[src/rtl/mips_pkg.sv]
// Shared definitions for the multi-cycle MIPS control path: state encoding,
// instruction field constants, datapath select codes and the per-state decode.
package mips_pkg;

  localparam int STATE_BITS = 4;

  typedef enum logic [STATE_BITS-1:0] {
    S_FETCH    = 4'd0,
    S_DECODE   = 4'd1,
    S_MEMADR   = 4'd2,
    S_MEMRD    = 4'd3,
    S_MEMWB    = 4'd4,
    S_MEMWR    = 4'd5,
    S_RTYPE_EX = 4'd6,
    S_RTYPE_WB = 4'd7,
    S_BRANCH   = 4'd8,
    S_ADDI_EX  = 4'd9,
    S_ADDI_WB  = 4'd10,
    S_JUMP     = 4'd11,
    S_FAULT    = 4'd12
  } state_t;

  localparam logic [5:0] OP_RTYPE = 6'b000000;
  localparam logic [5:0] OP_LW    = 6'b100011;
  localparam logic [5:0] OP_SW    = 6'b101011;
  localparam logic [5:0] OP_BEQ   = 6'b000100;
  localparam logic [5:0] OP_ADDI  = 6'b001000;
  localparam logic [5:0] OP_J     = 6'b000010;

  localparam logic [5:0] FN_ADD = 6'b100000;
  localparam logic [5:0] FN_SUB = 6'b100010;
  localparam logic [5:0] FN_AND = 6'b100100;
  localparam logic [5:0] FN_OR  = 6'b100101;
  localparam logic [5:0] FN_SLT = 6'b101010;

  localparam logic [2:0] ALU_ADD = 3'b010;
  localparam logic [2:0] ALU_SUB = 3'b110;
  localparam logic [2:0] ALU_AND = 3'b000;
  localparam logic [2:0] ALU_OR  = 3'b001;
  localparam logic [2:0] ALU_SLT = 3'b111;

  localparam logic [1:0] SRCB_B      = 2'b00;
  localparam logic [1:0] SRCB_FOUR   = 2'b01;
  localparam logic [1:0] SRCB_IMM    = 2'b10;
  localparam logic [1:0] SRCB_IMM_SH = 2'b11;

  localparam logic [1:0] PC_ALU_RES = 2'b00;
  localparam logic [1:0] PC_ALU_OUT = 2'b01;
  localparam logic [1:0] PC_JUMP    = 2'b10;

  // fetch/branch/jump are PC-write qualifiers; the live gating happens in the top.
  typedef struct packed {
    logic       iord;
    logic       mem_read;
    logic       mem_write;
    logic       reg_dst;
    logic       memto_reg;
    logic       reg_write;
    logic       alu_src_a;
    logic [1:0] alu_src_b;
    logic [2:0] alu_ctl;
    logic [1:0] pc_src;
    logic       fetch;
    logic       branch;
    logic       jump;
    logic       fault;
  } ctl_t;

  function automatic ctl_t decode_ctl(state_t s, logic [2:0] rtype_alu);
    ctl_t c;
    c         = '0;
    c.alu_ctl = ALU_ADD;
    case (s)
      S_FETCH: begin
        c.mem_read  = 1'b1;
        c.alu_src_b = SRCB_FOUR;
        c.pc_src    = PC_ALU_RES;
        c.fetch     = 1'b1;
      end
      S_DECODE:   c.alu_src_b = SRCB_IMM_SH;
      S_MEMADR: begin
        c.alu_src_a = 1'b1;
        c.alu_src_b = SRCB_IMM;
      end
      S_MEMRD: begin
        c.iord     = 1'b1;
        c.mem_read = 1'b1;
      end
      S_MEMWB: begin
        c.memto_reg = 1'b1;
        c.reg_write = 1'b1;
      end
      S_MEMWR: begin
        c.iord      = 1'b1;
        c.mem_write = 1'b1;
      end
      S_RTYPE_EX: begin
        c.alu_src_a = 1'b1;
        c.alu_src_b = SRCB_B;
        c.alu_ctl   = rtype_alu;
      end
      S_RTYPE_WB: begin
        c.reg_dst   = 1'b1;
        c.reg_write = 1'b1;
      end
      S_BRANCH: begin
        c.alu_src_a = 1'b1;
        c.alu_src_b = SRCB_B;
        c.alu_ctl   = ALU_SUB;
        c.pc_src    = PC_ALU_OUT;
        c.branch    = 1'b1;
      end
      S_ADDI_EX: begin
        c.alu_src_a = 1'b1;
        c.alu_src_b = SRCB_IMM;
      end
      S_ADDI_WB:  c.reg_write = 1'b1;
      S_JUMP: begin
        c.pc_src = PC_JUMP;
        c.jump   = 1'b1;
      end
      default:    c.fault = 1'b1;
    endcase
    return c;
  endfunction

endpackage

[src/rtl/mips_mc_aludec.sv]
// Funct-field decoder for R-type instructions: yields the ALU operation and
// flags any Funct the core does not implement.
module mips_mc_aludec
  import mips_pkg::*;
(
  input  logic [5:0] i_funct,
  output logic [2:0] o_alu_ctl,
  output logic       o_illegal
);

  always_comb begin
    // NOTE: every output gets a default before the case so no path leaves it unassigned (no latch).
    o_alu_ctl = ALU_ADD;
    o_illegal = 1'b0;
    case (i_funct)
      FN_ADD:  o_alu_ctl = ALU_ADD;
      FN_SUB:  o_alu_ctl = ALU_SUB;
      FN_AND:  o_alu_ctl = ALU_AND;
      FN_OR:   o_alu_ctl = ALU_OR;
      FN_SLT:  o_alu_ctl = ALU_SLT;
      default: o_illegal = 1'b1;
    endcase
  end

endmodule

[src/rtl/mips_mc_control.sv]
// Moore sequencer for the multi-cycle MIPS datapath. Control outputs are
// registered alongside the state; only the PC/IR write strobes see live inputs.
module mips_mc_control
  import mips_pkg::*;
#(
  parameter int STATE_W = 4
) (
  input  logic               clk,
  input  logic               rst,
  input  logic [5:0]         Opcode,
  input  logic [5:0]         Funct,
  input  logic               zero,
  input  logic               MemReady,
  output logic               IorD,
  output logic               MemRead,
  output logic               MemWrite,
  output logic               IRWrite,
  output logic               RegDst,
  output logic               MemtoReg,
  output logic               RegWrite,
  output logic               ALUSrcA,
  output logic [1:0]         ALUSrcB,
  output logic [2:0]         ALU_Control,
  output logic [1:0]         PCSrc,
  output logic               PCEn,
  output logic               Fault,
  output logic [STATE_W-1:0] dbg_state
);

  state_t     r_state;
  state_t     w_next;
  ctl_t       r_ctl;
  logic [2:0] w_rtype_alu;
  logic       w_funct_illegal;
  logic       w_fetch_go;

  mips_mc_aludec u_aludec (
    .i_funct   (Funct),
    .o_alu_ctl (w_rtype_alu),
    .o_illegal (w_funct_illegal)
  );

  always_comb begin
    w_next = S_FAULT;
    case (r_state)
      S_FETCH:  w_next = MemReady ? S_DECODE : S_FETCH;
      S_DECODE: begin
        case (Opcode)
          OP_LW, OP_SW: w_next = S_MEMADR;
          OP_RTYPE:     w_next = S_RTYPE_EX;
          OP_BEQ:       w_next = S_BRANCH;
          OP_ADDI:      w_next = S_ADDI_EX;
          OP_J:         w_next = S_JUMP;
          default:      w_next = S_FAULT;
        endcase
      end
      S_MEMADR:   w_next = (Opcode == OP_LW) ? S_MEMRD : S_MEMWR;
      S_MEMRD:    w_next = MemReady ? S_MEMWB : S_MEMRD;
      S_MEMWB:    w_next = S_FETCH;
      S_MEMWR:    w_next = MemReady ? S_FETCH : S_MEMWR;
      S_RTYPE_EX: w_next = w_funct_illegal ? S_FAULT : S_RTYPE_WB;
      S_RTYPE_WB: w_next = S_FETCH;
      S_BRANCH:   w_next = S_FETCH;
      S_ADDI_EX:  w_next = S_ADDI_WB;
      S_ADDI_WB:  w_next = S_FETCH;
      S_JUMP:     w_next = S_FETCH;
      default:    w_next = S_FAULT;
    endcase
  end

  // The control word is decoded from the state being entered, so it is
  // already valid in the first cycle of that state.
  always_ff @(posedge clk or posedge rst) begin
    // NOTE: state is updated with non-blocking assignments so every register samples pre-edge values.
    if (rst) begin
      r_state <= S_FETCH;
      r_ctl   <= decode_ctl(S_FETCH, ALU_ADD);
    end else begin
      r_state <= w_next;
      r_ctl   <= decode_ctl(w_next, w_rtype_alu);
    end
  end

  // Reset masks the FETCH strobes so an asserted MemReady cannot write PC/IR.
  assign w_fetch_go  = r_ctl.fetch & MemReady & ~rst;

  assign IorD        = r_ctl.iord;
  assign MemRead     = r_ctl.mem_read;
  assign MemWrite    = r_ctl.mem_write;
  assign IRWrite     = w_fetch_go;
  assign RegDst      = r_ctl.reg_dst;
  assign MemtoReg    = r_ctl.memto_reg;
  assign RegWrite    = r_ctl.reg_write;
  assign ALUSrcA     = r_ctl.alu_src_a;
  assign ALUSrcB     = r_ctl.alu_src_b;
  assign ALU_Control = r_ctl.alu_ctl;
  assign PCSrc       = r_ctl.pc_src;
  assign PCEn        = w_fetch_go | (r_ctl.branch & zero) | r_ctl.jump;
  assign Fault       = r_ctl.fault;
  assign dbg_state   = STATE_W'(r_state);

endmodule
[config.mk]
export PLATFORM = sky130hd
export DESIGN_NAME = mips_mc_control
export DESIGN_NICKNAME = d
export VERILOG_FILES = /design/src/rtl/mips_pkg.sv /design/src/rtl/mips_mc_aludec.sv /design/src/rtl/mips_mc_control.sv
export SDC_FILE = /design/constraint.sdc
export NUM_CORES = 1
export LEC_CHECK = 0
export ABC_AREA = 1
export CORE_MARGIN = 1
export CORE_UTILIZATION = 42
export DETAILED_ROUTE_END_ITERATION = 8
export PLACE_DENSITY = 0.73
export SYNTH_ARGS = -nofsm -noshare
export SYNTH_HDL_FRONTEND = slang
export SYNTH_SLANG_ARGS = --single-unit
export TNS_END_PERCENT = 1
[constraint.sdc]
create_clock -name clk -period 1.3 [get_ports clk]
set_input_delay 0.195 -clock clk [delete_from_list [all_inputs] [get_ports clk]]
set_output_delay 0.195 -clock clk [all_outputs]
set_load 0.1 [all_outputs]
==> results of run 1 <==
==> through the flow <==
step	setup WS, ns	hold WS (ns)	instances	util, %
global placement	-0.486	0.573	239	71.4
detailed placement	-0.553	0.573	239	71.4
finish	-0.399	0.305	247	79.6
global route	-0.472	0.341	247	79.6
floorplan	-0.323	0.177	160	-
CTS	-0.308	0.298	244	73.8
==> worst max-delay path: stages, from the launching register on <==
cell and delay [ns]:
dfrtp_4 0.54, nor2_4 0.28, nand2_4 0.11, a21oi_2 0.19, nor2_4 0.07, nand2_2 0.13
nand3_1 0.10, nand3_1 0.09, nand2_1 0.06, nor2_1 0.07
==> kinds of logic after synthesis <==
kind of cell | after synthesis | share of synthesized area [%]
AND/OR/NAND/NOR | 91 | 40.9
buffers and inverters | 38 | 13.1
flip-flops | 21 | 41.0
AO/OA/AOI/OAI | 10 | 5.03
==> power groups by stage <==
| stage | Sequential (mW) | Combinational (mW) | Clock (mW) |
|---|---|---|---|
| 6_report | 0.654 | 0.128 | 0.319 |
| 3_3_place_gp | 0.666 | 0.110 | 0 |
| 5_1_grt | 0.654 | 0.139 | 0.357 |
| 2_1_floorplan | 0.666 | 0.0419 | 0 |
| 3_5_place_dp | 0.666 | 0.117 | 0 |
| 4_1_cts | 0.654 | 0.120 | 0.324 |
==> cell type report <==
class / instances / area share (%)
repair buffers: 59 / 33.5
flip-flops and latches: 21 / 24.2
inverters: 31 / 5.78
well taps: 31 / 1.72
clock inverters: 1 / 0.222
clock buffers: 3 / 1.00
multi-input cells: 101 / 33.6
==> sequential cells by signal (all words and copies together), names as in the netlist <==
signal / count
ALUSrcA: 1
ALUSrcB: 2
ALU_Control: 3
Fault: 1
IorD: 1
MemRead: 1
MemWrite: 1
MemtoReg: 1
PCSrc: 1
RegDst: 1
RegWrite: 1
dbg_state: 4
r_ctl: 3
==> timing repair <==
action | in CTS | in global routing
setup buffers | 1 | 3
pin swaps | 7 | 17
endpoints found under the setup margin | 25 | 26
hold endpoints to repair | 0 | 0
gates resized for setup | 8 | 33
==> layout by cell type (no fill, tap or decap) <==
| master | n |
|---|---|
| a21oi_2 | 2 |
| nand2_1 | 13 |
| buf_6 | 3 |
| nor2_1 | 17 |
| nand2_2 | 10 |
| o21ai_2 | 2 |
| inv_6 | 1 |
| inv_1 | 22 |
| nand3_2 | 8 |
| a22oi_2 | 1 |
| inv_4 | 2 |
| buf_4 | 20 |
| clkinv_2 | 1 |
| nor2_4 | 9 |
| nand3_4 | 6 |
| nor3_1 | 1 |
| nor2_2 | 4 |
| clkbuf_4 | 3 |
| dfrtp_4 | 4 |
| o21ai_1 | 3 |
| dfrtp_1 | 13 |
| nand4_4 | 2 |
| inv_2 | 5 |
| nand3b_1 | 1 |
| dfstp_2 | 4 |
| nand2_4 | 6 |
| buf_12 | 21 |
| a21oi_1 | 2 |
| nand4_1 | 3 |
| clkinvlp_4 | 1 |
| clkdlybuf4s50_1 | 15 |
| nand3_1 | 11 |
==> metal layers <==
| layer | vias to the layer above | part of all wire (%) |
|---|---|---|
| met2 | 68 | 56 |
| met5 | - | 0 |
| li1 | 616 | - |
| met3 | 12 | 7.0 |
| met4 | 0 | 2.3 |
| met1 | 627 | 35 |
==> worst min-delay path by stage <==
stage,endpoint
final,dbg_state[1]
after detailed placement,RegWrite
after floorplan,ALUSrcA
after global routing,dbg_state[3]
after CTS,dbg_state[1]
after global placement,r_ctl[2]
==> key figures, run 1 <==
Power and ir drop
  • Combinational share of power: ~12%
  • Power share of the sequential group: approximately three fifths
  • Overall Power: ~1.1 mW
  • Worst VDD drop: between 0.5 and 0.6 mV
  • Pwr Density: slightly below 500 nW/µm²
  • Internal Power: just over 800 µW
  • Sw Pwr: ~270 µW
  • Leakage: between 1 and 1.5 nW
  • Share of power burned in the clock network: approximately 29%
  • Net Sw Frac: between 20% and 30%

Clock network
  • Hold_buf cts: 0
  • Clock root buffer master: clkbuf_4
  • CTS H-Tree Depth: 1
  • Clock Sinks: 21
  • Clock buffer depth: 2
  • Num CTS Buffers: 3
  • CTS tree: yes
  • Clk Latency, worst-skew pair: between 0.3 and 0.4 ns
  • Clock slew seen by the registers of the worst setup and hold paths: 0.12 ns

Global routing
  • M3 GR Usage: under 10%
  • Met2 Use GR: just over 40%
  • Busiest layer in global routing: met2
  • Number of global-route vias before repair: between 1000 and 1500
  • Initial antenna violation count: 0
  • Tot GR Track Use: 21.5%
  • Grt total ovfl: 0
  • First-pass GRT wire length: between 5000 and 6000 µm
  • Met1 GRT Util: about a quarter
  • Largest net degree at the start of global routing: 22

Drt
  • Routed WL per cell: 15.5 µm
  • WL final: ~3800 µm
  • Routed via count: 1323
  • Final ANT Viol Nets: 0
  • 1st-pass router iterations: 6
  • Initial drt markers: 48
  • Via density: 5.36
  • DR DRC count: 3

Cells and area
  • Share of post-route cells with drive strength above 1: a little over half
  • Storage cell area: between 500 and 600 µm²
  • Fill count: ~180
  • Multi-input gate area: around 760 µm²
  • Final instance area: roughly 2300 µm²
  • # diodes: 0
  • Nets: approximately 230
  • Syn-to-layout area delta: 74.1%

Yosys
  • Synth area leader: dfrtp_1
  • Seq/Total Area, Yosys: between 40% and 50%
  • Total nets after synthesis: between 150 and 200
  • Top FF cell, synth: dfrtp_1
  • Synth warn: 0
  • Synth cell types: 25
  • Synth area leaders: dfrtp_1 (33%), dfstp_2 (8.1%), inv_1 (7.8%)
  • FF+latch count, synth: 21
  • Synth top cells by count: inv_1 (27), nand2_1 (21), nor2_1 (20)
  • Cells after Synth: 160
  • Ys async rst share: 100%
  • Cell Area, Synth: around 1300 µm²
  • Post-synth top area share: approximately a third
  • Top-count cell post-synth: inv_1
  • Syn avg cell area: a little over 8 µm²
  • Post-synth EDFFs: 0

Critical path
  • Setup slack, reg-to-reg: -0.40 ns
  • Crit. End Element: flip-flop
  • Critical path launch point type: flip-flop
  • Reg2Reg Depth: 9
  • Worst Path Required: 1.55 ns
  • Setup CP Type: flip-flop to flip-flop
  • Crit path capture: Fault
  • R2r startpoint: dbg_state[3]
  • Reg2Reg Capture Point: Fault
  • Worst EP arrival: 1.95 ns
  • CP Launch Point: dbg_state[3]
  • Worst Path Max Fanout: 6

Min path
  • HP Class: input pin to asynchronous set/reset pin

STA
  • Final hold violations: 0
  • Setup ws final: -0.399 ns
  • Skew final: approximately 0.0038 ns
  • Setup TNS: -5.89 ns
  • F_max: a little under 600 MHz
  • Max-slew violations: 0
  • Max_slew headroom: around 80%
  • Setup-failing EPs final: 24
  • RSZ-0062 raised after global routing: yes
  • Final period utilization: 131%
  • Final Critical Period: between 1.5 and 2 ns
  • Worst-margin pin slew: 0.326 ns

Floorplan
  • CORE AREA: about 2800 µm²
  • Die H: roughly 58 µm
  • Site row count: 19
  • I/O pin count: 37
  • Die area: around 3300 µm²
  • Initial Utilization: between 40% and 50%
  • Die Width: roughly 58 µm

Place
  • Gpl congestion: ~0.83
  • Port Buffers: 36
  • Post-DP HPWL: 2600 µm
  • DP Area: 2020 µm²

Status
  • Run status: finished, violations left
  • Failing checks: DRC, setup timing

Flow run
  • Max_cap viols: 0
Note: power is estimated with default switching activity, not from simulation.
==> run 2, diff against run 1 <==
Settings changed: CELL_PAD_IN_SITES_DETAIL_PLACEMENT set to 2, CELL_PAD_IN_SITES_GLOBAL_PLACEMENT set to 2, CORE_UTILIZATION 42 to 24, CTS_CLUSTER_DIAMETER set to 80.
Clock period 1.3 ns to 1.55 ns, I/O delays scaled along.
==> run 2 against run 1 <==
Against the previous run:
- the flow finishes with violations (setup timing)
- total power decreased by 5.6%
- fmax increased by 0.40%
- via count decreased by 1.1%
==> key figures, run 2 (synthesized netlist as in run 1, its figures left out) <==
Global routing
  • Grt total ovfl: 0
  • Tot GR Track Use: between 10% and 20%
  • Number of global-route vias before repair: between 1500 and 2000
  • First-pass GRT wire length: 7430 µm
  • Initial antenna violation count: 0
  • Largest net degree at the start of global routing: 22

Cells and area
  • Commonest non-fill, non-tap cell in the layout: buf_4
  • # diodes: 0
  • Storage cell area: 546 µm²
  • Fin cells: a little under 300
  • Commonest non-fill, non-tap cells in the layout: buf_4 (27), inv_1 (22), buf_12 (21)
  • Share of post-route cells with drive strength above 1: between 50% and 60%
  • Max FFs per register: 4
  • Syn-to-layout area delta: 81.9%
  • Nets: 239
  • Fill count: roughly 560
  • Multi-input gate area: ~750 µm²
  • Final instance area: 2350 µm²

Drt
  • 1st-pass router iterations: 4
  • Routed via count: 1308
  • DR DRC count: 0
  • Routed WL per cell: 16.0 µm
  • Initial drt markers: 39
  • Via density: ~4.5
  • WL final: about 4700 µm
  • Final ANT Viol Nets: 0

Power and ir drop
  • Internal Power: a little under 800 µW
  • Leakage: around 1.1 nW
  • Worst VDD drop: about 0.31 mV
  • Pwr Density: 442 nW/µm²
  • Sw Pwr: roughly 250 µW
  • Overall Power: 1.04 mW
  • Net Sw Frac: about a quarter
  • Power share of the sequential group: a little over half
  • Combinational share of power: a little under an eighth
  • Share of power burned in the clock network: roughly 36%

STA
  • Max-slew violations: 0
  • Final period utilization: 109%
  • F_max: a little under 600 MHz
  • Final hold violations: 0
  • RSZ-0062 raised after global routing: yes
  • Setup-failing EPs final: 14
  • Setup TNS: -1.46 ns
  • Skew final: between 0.008 and 0.009 ns
  • Setup ws final: -0.142 ns
  • Worst-margin pin slew: between 0.2 and 0.3 ns
  • Final Critical Period: 1.69 ns
  • Max_slew headroom: around 81%

Place
  • Post-Place Cells: 286
  • Gpl congestion: around 0.74
  • DP Area: around 2100 µm²
  • Post-DP HPWL: between 3000 and 4000 µm
  • Port Buffers: 36

Floorplan
  • I/O pin count: 37
  • Die area: between 5000 and 6000 µm²
  • Initial Utilization: 25.2%
  • CORE AREA: 5140 µm²
  • Die Width: 75.4 µm
  • Die H: 75.4 µm
  • Site row count: 26

Clock network
  • Clk Latency, worst-skew pair: between 0.2 and 0.3 ns
  • Hold_buf cts: 0
  • Clock Sinks: 21
  • Num CTS Buffers: 3
  • Clock buffer depth: 2
  • Clock root buffer master: clkbuf_8
  • Clock slew seen by the registers of the worst setup and hold paths: 0.09 ns
  • CTS H-Tree Depth: 1
  • CTS tree: yes

Critical path
  • Worst Path Required: 1.73 ns
  • Reg2Reg Depth: 9
  • Worst EP arrival: around 1.9 ns
  • Crit. End Element: flip-flop
  • Worst Path Max Fanout: 6
  • Critical path launch point type: flip-flop
  • Setup CP Type: flip-flop to flip-flop
  • Setup slack, reg-to-reg: -0.14 ns

Status
  • Run status: finished, violations left
  • Failing checks: setup timing

Min path
  • HP Class: input pin to asynchronous set/reset pin

Flow run
  • Max_cap viols: 0
[run 2: power by group through the flow]
stage | combinational, mW | sequential (mW) | clock (mW)
after floorplan | 0.0356 | 0.559 | 0
after global placement | 0.102 | 0.559 | 0
after detailed placement | 0.112 | 0.559 | 0
after CTS | 0.115 | 0.548 | 0.387
after global routing | 0.129 | 0.548 | 0.403
final | 0.118 | 0.548 | 0.373
[run 2: stage by stage]
step | worst slack [ns] | util [%] | hold slack (ns)
detailed placement | -0.426 | 41.5 | 0.706
CTS | -0.126 | 44.4 | 0.422
floorplan | -0.107 | - | 0.0941
global placement | -0.313 | 41.5 | 0.664
global route | -0.217 | 45.8 | 0.443
finish | -0.142 | 45.8 | 0.412
[run 2: final timing paths]
path	start	endpoint
setup / recovery	dbg_state[2]	ALUSrcA
hold / removal	rst	dbg_state[3]
setup reg to reg	dbg_state[2]	ALUSrcA
hold reg to reg	dbg_state[2]	RegWrite
max in group asynchronous	rst	ALU_Control[1]
min in group clk	Opcode[5]	dbg_state[2]
[run 2: area by class of cell]
cell class | instances | share of cell area, %
multi-input cells | 101 | 31.7
inverters | 31 | 5.48
clock inverters | 1 | 0.213
flip-flops and latches | 21 | 23.2
clock buffers | 3 | 1.75
repair buffers | 65 | 33.9
well taps | 70 | 3.72
[run 2: what timing repair did]
action,4_1_cts,5_1_grt
setup endpoints to repair,16,15
pin swaps,10,4
resized for setup,28,16
setup buffers,1,1
[run 2: critical path, cell delays in order (launching register included)]
cell	delay [ns]
dfrtp_4	0.53
nor2_4	0.21
nand2_2	0.12
inv_4	0.10
nand3_2	0.10
nand3_4	0.13
inv_4	0.06
nor2_4	0.15
inv_2	0.08
a22oi_2	0.12
[run 2: metal layers]
metal	share of wire (%)	routed length, µm	GRT usage [%]	up-vias
li1	-	-	-	619
met5	0	0	0	-
met1	37	1730	18.8	647
met4	1.4	65	4.94	0
met2	58	2710	36.6	33
met3	3.3	155	2.38	9
